==> src/rtl/register_stack_p.sv <==
// register_stack_p
// Operand stack of DEPTH entries, WIDTH bits each. Entry 0 is the top of the
// stack. The top two entries are presented combinationally so the ALU can
// compute a result from them and return it on w in the same cycle.
//
// Ports:
//   CLK      in   clock, all state updates on the rising edge
//   RST      in   synchronous active-high reset, overrides any op
//   stackOP  in   4-bit operation code, sampled on the rising edge
//   w        in   WIDTH write data for PUSH / REPLACE1 / REPLACE2
//   a        out  WIDTH entry 0 (top)
//   b        out  WIDTH entry 1
//   depth    out  CNTW number of valid entries, 0..DEPTH
//   empty    out  depth == 0
//   full     out  depth == DEPTH
//   ovf      out  sticky overflow (PUSH/DUP/OVER while full)
//   unf      out  sticky underflow / illegal opcode
module register_stack_p #(
  parameter int unsigned WIDTH = 16,
  parameter int unsigned DEPTH = 8,
  parameter int unsigned CNTW  = 7
) (
  input  logic             CLK,
  input  logic             RST,
  input  logic [3:0]       stackOP,
  input  logic [WIDTH-1:0] w,
  output logic [WIDTH-1:0] a,
  output logic [WIDTH-1:0] b,
  output logic [CNTW-1:0]  depth,
  output logic             empty,
  output logic             full,
  output logic             ovf,
  output logic             unf
);

  typedef enum logic [3:0] {
    OP_NOP      = 4'd0,
    OP_PUSH     = 4'd1,
    OP_REPLACE2 = 4'd2,
    OP_POP      = 4'd3,
    OP_POP2     = 4'd4,
    OP_SWAP     = 4'd5,
    OP_DUP      = 4'd6,
    OP_OVER     = 4'd7,
    OP_REPLACE1 = 4'd8,
    OP_ROT      = 4'd9,
    OP_CLEAR    = 4'd10
  } op_e;

  logic [WIDTH-1:0] s_q [DEPTH];
  logic [WIDTH-1:0] s_d [DEPTH];
  logic [CNTW-1:0]  depth_q, depth_d;
  logic             ovf_q, ovf_d;
  logic             unf_q, unf_d;

  // Pre-shifted copies of the stack; the op decoder only selects among them.
  logic [WIDTH-1:0] push_v [DEPTH];  // shifted down one, top slot free
  logic [WIDTH-1:0] up1_v  [DEPTH];  // shifted up one, bottom zero-filled
  logic [WIDTH-1:0] up2_v  [DEPTH];  // shifted up two, bottom two zero-filled

  logic             full_c;
  logic             has1, has2, has3;
  op_e              op;

  assign op     = op_e'(stackOP);
  assign full_c = (depth_q == CNTW'(DEPTH));
  assign has1   = (depth_q >= CNTW'(1));
  assign has2   = (depth_q >= CNTW'(2));
  assign has3   = (depth_q >= CNTW'(3));

  always_comb begin
    push_v[0] = '0;
    for (int unsigned i = 1; i < DEPTH; i++) begin
      push_v[i] = s_q[i-1];
    end
  end

  always_comb begin
    for (int unsigned i = 0; i < DEPTH - 1; i++) begin
      up1_v[i] = s_q[i+1];
    end
    up1_v[DEPTH-1] = '0;
  end

  always_comb begin
    for (int unsigned i = 0; i < DEPTH - 2; i++) begin
      up2_v[i] = s_q[i+2];
    end
    up2_v[DEPTH-2] = '0;
    up2_v[DEPTH-1] = '0;
  end

  always_comb begin
    s_d     = s_q;
    depth_d = depth_q;
    ovf_d   = ovf_q;
    unf_d   = unf_q;

    unique case (op)
      OP_NOP: ;

      OP_PUSH: begin
        if (full_c) begin
          ovf_d = 1'b1;
        end else begin
          s_d     = push_v;
          s_d[0]  = w;
          depth_d = depth_q + CNTW'(1);
        end
      end

      OP_REPLACE2: begin
        if (!has2) begin
          unf_d = 1'b1;
        end else begin
          // Pop two then push w: equivalent to shift-up-one with a new top.
          s_d     = up1_v;
          s_d[0]  = w;
          depth_d = depth_q - CNTW'(1);
        end
      end

      OP_POP: begin
        if (!has1) begin
          unf_d = 1'b1;
        end else begin
          s_d     = up1_v;
          depth_d = depth_q - CNTW'(1);
        end
      end

      OP_POP2: begin
        if (!has2) begin
          unf_d = 1'b1;
        end else begin
          s_d     = up2_v;
          depth_d = depth_q - CNTW'(2);
        end
      end

      OP_SWAP: begin
        if (!has2) begin
          unf_d = 1'b1;
        end else begin
          s_d[0] = s_q[1];
          s_d[1] = s_q[0];
        end
      end

      OP_DUP: begin
        if (!has1) begin
          unf_d = 1'b1;
        end else if (full_c) begin
          ovf_d = 1'b1;
        end else begin
          s_d     = push_v;
          s_d[0]  = s_q[0];
          depth_d = depth_q + CNTW'(1);
        end
      end

      OP_OVER: begin
        if (!has2) begin
          unf_d = 1'b1;
        end else if (full_c) begin
          ovf_d = 1'b1;
        end else begin
          s_d     = push_v;
          s_d[0]  = s_q[1];
          depth_d = depth_q + CNTW'(1);
        end
      end

      OP_REPLACE1: begin
        if (!has1) begin
          unf_d = 1'b1;
        end else begin
          s_d[0] = w;
        end
      end

      OP_ROT: begin
        if (!has3) begin
          unf_d = 1'b1;
        end else begin
          s_d[0] = s_q[2];
          s_d[1] = s_q[0];
          s_d[2] = s_q[1];
        end
      end

      OP_CLEAR: begin
        for (int unsigned i = 0; i < DEPTH; i++) begin
          s_d[i] = '0;
        end
        depth_d = '0;
      end

      default: unf_d = 1'b1;
    endcase
  end

  always_ff @(posedge CLK) begin
    if (RST) begin
      for (int unsigned i = 0; i < DEPTH; i++) begin
        s_q[i] <= '0;
      end
      depth_q <= '0;
      ovf_q   <= 1'b0;
      unf_q   <= 1'b0;
    end else begin
      s_q     <= s_d;
      depth_q <= depth_d;
      ovf_q   <= ovf_d;
      unf_q   <= unf_d;
    end
  end

  assign a     = s_q[0];
  assign b     = s_q[1];
  assign depth = depth_q;
  assign empty = (depth_q == '0);
  assign full  = full_c;
  assign ovf   = ovf_q;
  assign unf   = unf_q;

endmodule

==> config.mk <==
export PLATFORM = sky130hd
export DESIGN_NAME = register_stack_p
export DESIGN_NICKNAME = d
export VERILOG_FILES = /design/src/rtl/register_stack_p.sv
export SDC_FILE = /design/constraint.sdc
export NUM_CORES = 1
export LEC_CHECK = 0
export ABC_AREA = 1
export CORE_UTILIZATION = 40
export CTS_BUF_LIST = sky130_fd_sc_hd__clkbuf_2 sky130_fd_sc_hd__clkbuf_4 sky130_fd_sc_hd__clkbuf_8
export DETAILED_ROUTE_END_ITERATION = 10
export GPL_ROUTABILITY_DRIVEN = 0
export GPL_TIMING_DRIVEN = 1
export PLACE_DENSITY = 0.61
export SLEW_MARGIN = 20
export SYNTH_ARGS = -nofsm -noshare
export SYNTH_HDL_FRONTEND = slang
export SYNTH_SLANG_ARGS = --single-unit
==> constraint.sdc <==
create_clock -name CLK -period 2 [get_ports CLK]
set_input_delay 0.3 -clock CLK [delete_from_list [all_inputs] [get_ports CLK]]
set_output_delay 0.3 -clock CLK [all_outputs]
set_load 0.05 [all_outputs]
Yosys cells after proc, flatten, opt, wreduce, memory -nomap -nowiden:

Cells that the tools add are included.

* bits in registers: 137
* input bits: 22

* add/sub/neg operators: 3
* magnitude comparators: 3
* eq/ne operators: 25
* muxes and demuxes: 30
* bitwise operators: 2
* reductions and logical operators: 17

Operators with widths (count)
* $mux W128: 6
* $pmux W80 S7: 1
* $mux W112: 2
* $pmux W16 S10: 1
* $pmux W16 S9: 1
* $pmux W16 S8: 1
* $pmux W7 S7: 1
* $mux W48: 1
* $mux W7: 6
* $mux W32: 1
* $ne A2 B2 Y1 const B: 14
* $reduce_and A11 Y1: 2
* $reduce_bool A9 Y1: 2
* $eq A4 B3 Y1 const B: 4
* $mux W16: 1
* $ge A7 B2 Y1 const B: 2
* $eq A4 B4 Y1 const B: 3
* $reduce_and A10 Y1: 1
* $reduce_and A9 Y1: 1
* $eq A4 B2 Y1 const B: 2
* $reduce_bool A8 Y1: 1
* $add A7 B1 Y7 const B: 1
* $eq A7 B4 Y1 const B: 1
* $ge A7 B1 Y1 const B: 1
* other kinds (16): 23

Longest topological paths before layout:

* depth after elaboration: 4
* gate-level depth with buffers: 14
* mapped depth without buffers: 13

Worst setup path after synthesis:

Ideal clock, no wire load.

* kind: reg-to-reg
* start: reg depth_q[1] (netlist: depth[1])
* end: reg s_q, in the netlist a[0]
* arrival time: 2.642 ns
* slack: -0.753 ns
* stages on the path, launching flop included: 15
* buffers on the path: 2
* cell sequence: dfxtp_1 -> inv_1 -> ha_1 -> inv_1 -> nor2_1 -> nand2_1 -> nor2_2 -> nand2_1 -> nand2_1 -> nor2_4 -> and2_1 -> buf_4 -> buf_6 -> nor2_1 -> nor2_1

* cells in the longest elaborated chain, start to end: 3
* elaborated cells on any way between the ends: 14

RTL lines
* from (decl): line 52 `logic [CNTW-1:0] depth_q, depth_d;`
* from (signal assigned): line 213 `depth_q <= depth_d;`
* $eq A7 B4 Y1 (*): line 66 `assign full_c = (depth_q == CNTW'(DEPTH));`
* net full: line 31 `output logic full,`
* $ne A2 B2 Y1 (no line)
* $reduce_and A11 Y1 (no line) (*)
* to (signal, indexed assignment): line 206 `s_q[i] <= '0;`
* to (signal assigned): line 212 `s_q <= s_d;`
* to (decl): line 50 `logic [WIDTH-1:0] s_q [DEPTH];`

Mark *: on every way through the listed nets, which the timed path passes. The rest lies on a longest branch.
A chain may end at the register's enable or synchronous reset.

Worst setup path in the final report:

* start: reg depth_q[1] (netlist: depth[1])
* end: reg s_q, in the netlist push_v[47]

* cells in the longest elaborated chain, start to end: 3
* elaborated cells on any way between the ends: 12

RTL lines
* $ge A7 B1 Y1 (tied with other cells): line 67 `assign has1 = (depth_q >= CNTW'(1));`
* $ne A2 B2 Y1 (no line)
* $reduce_and A9 Y1 (no line) (*)

Every way passes the cells marked *; elsewhere a longest branch is shown, timed or not.

==> metrics.csv <==
metric,value,unit
outcome,"finished, violations left",
violations,setup timing,
drtIter0Drc,747,
nFillCells,2061,
p_per_area,902,mW/mm^2
first_pass_iters,5,
clock_sinks,137,
critPathLaunchType,flip-flop,
timing.max_cap.violations,0,
syn2layout_area_growth,30.2,%
grt_use_met2,0.332,
grt_use_total,0.223,
die_area,0.0221,sq mm
rows,53,
yosysTopAreaCell,dfxtp_1,
grt.met1_usage,0.337,
fin_crit,2.10,ns
diodes,0,
worst-path-max-fanout,5,
tightest_slew,0.515,ns
grt_pass1_wl,40400,um
critical_path_class,reg2reg,
hold_violations,0,
syn-instance-count,1424,
syn_nets,1454,
critPathSlowestCell,dfxtp_4,
syn_area_per_cell,6.04,sq um
synth_cell_types,28,
finalMaxSlewViolations,0,
hp-class,reg2reg,
clkLatencyLatePin,0.45,ns
setup_viol,60,
first_global_vias,7895,
yosys_register_bits,137,
dpl.hpwl,16600,um
antenna_left,0,
fin_crit_sh,1.05,
grt_max_degree,52,
yosysSeqAreaShare,0.319,
worst_clock_skew,0.0110,ns
tns,-2.33,ns
relSlewSlack,0.656,
ir_drop,444,uV
viasPerCell,5.04,
p_total,10.1,mW
initial_core_util,0.409,
drive_above_1_share,0.170,
critical_path.top_delay_family,buffers and inverters,
grt_overflow,0,
drcViolationCount,0,
arrival,2.44,ns
critPathMaxStageDelay,0.37,ns
vias,9050,
critPathBufInv,6,
path_cells,inv_6 -> buf_6 -> ha_4 -> inv_2 -> nor2_4 -> nand4_1 -> a21oi_2 -> nor2_4 -> buf_6 -> nand2_8 -> clkinv_8 -> clkbuf_16 -> nor2_2 -> nor2_1,
wl,25400,um
clk_pin_slew,0.08,ns
root_buffer,clkbuf_8,
final_cell_mix,"nand2_1 (302), nor2_1 (220), nand3_1 (163)",
mostFrequentLayoutCell,nand2_1,
grt_setup_unrepaired,yes,
yosysWarnings,0,
dp_slack,-0.304,ns
htree_levels,4,
finalNetCount,1537,
antenna_found_initial,0,
yosys.area.top_type_share,0.319,
yosys-top-cells-area,"dfxtp_1 (32%), nand2_1 (14%), nor2_1 (12%), nand3_1 (9.5%), inv_1 (7.0%)",
cts_made_buffers,17,
die_h,149,um
numPortBuffers,64,
syn_area,0.00860,sq mm
busiest_layer,met1,
critPathCaptureType,flip-flop,
ios,65,
required,2.34,ns
holdWs,0.459,ns
wire_per_inst,14.2,um
p_leak,5.43,nW
fin_ws,-0.0967,ns
gr-usage-met3,0.0282,
cts_tree,built,
cts_buffer_depth,2,
core-area,0.0210,sq mm
fmax,0.477,GHz
final_util,0.532,
hold_buffers,0,
fp.dieW,149,um
## timing repair
item / 4_1_cts / 5_1_grt
setup buffers: 9 / 6
endpoints found under the setup margin: 92 / 156
gates resized for setup: 27 / 100
pin swaps: 2 / 5
gates cloned: 1 / 11
## state kept, by name (all words and copies together) (netlist names)
| signal | flops |
|---|---|
| push_v | 80 |
| depth | 7 |
| b | 16 |
| s_q | 16 |
| a | 16 |
| ovf | 1 |
| unf | 1 |
## report_power, final
group	internal (mW)	total (mW)	switching, mW	leakage (nW)
combinational	1.64	3.96	2.32	4.07
clock	1.40	2.57	1.17	0.220
sequential	3.13	3.55	0.419	1.13
## cells in the mapped netlist (all sizes together)
cell type and instances:
nor2 280, dfxtp 137, a21oi 108, o21ai 21, a22oi 16, clkinv 1, nand3b 1, clkbuf 27
inv 167, ha 8, nand4 4, nand3 169, nand2 316, o22ai 68, buf 95, o221ai 1
xor2 4, and2 1
## cell type report
class,instances,area [sq um],share of cell area
flip-flops and latches,137,2760,0.246
multi-input cells,998,4880,0.436
repair inverters,2,17.5,0.00156
inverters,168,654,0.0585
well taps,275,344,0.0307
repair buffers,183,2100,0.188
clock inverters,13,191,0.0171
clock buffers,18,248,0.0221
## stage by stage
stage / cells / instance area [sq um]
floorplan: 1424 / 8650
finish: 1794 / 11200
detailed placement: 1736 / 10000
global route: 1794 / 11200
CTS: 1777 / 10600
global placement: 1736 / 10000
## worst paths after layout
| check | startpoint | endpoint | slack, ns | depth (start not counted) |
|---|---|---|---|---|
| min | ovf | ovf | 0.46 | 2 |
| min reg2reg | ovf | ovf | 0.46 | 2 |
| max reg2reg | depth[1] | push_v[47] | -0.1 | 14 |
| max | depth[1] | push_v[47] | -0.1 | 14 |
## worst min-delay path, delay by kind of cell (launching register included)
kind	cells	cell delay (ns)
flops	1	0.32
compound gates	1	0.05
buf+inv	1	0.05
## logic make-up after synthesis
| family | count (synthesis) | synth area share |
|---|---|---|
| AO/OA/AOI/OAI | 214 | 0.140 |
| XOR/XNOR | 4 | 0.00407 |
| buffers and inverters | 290 | 0.152 |
| AND/OR/NAND/NOR | 771 | 0.374 |
| flip-flops | 137 | 0.319 |
| adder cells (fa/ha/maj) | 8 | 0.0116 |
## metal layers
metal	vias to the layer above	wire, um	part of all wire
met2	293	11100	0.44
li1	4686	-	-
met5	-	0	0
met3	19	1340	0.053
met4	0	279	0.011
met1	4052	12700	0.50
No activity file was read; power rests on OpenSTA's default activity.
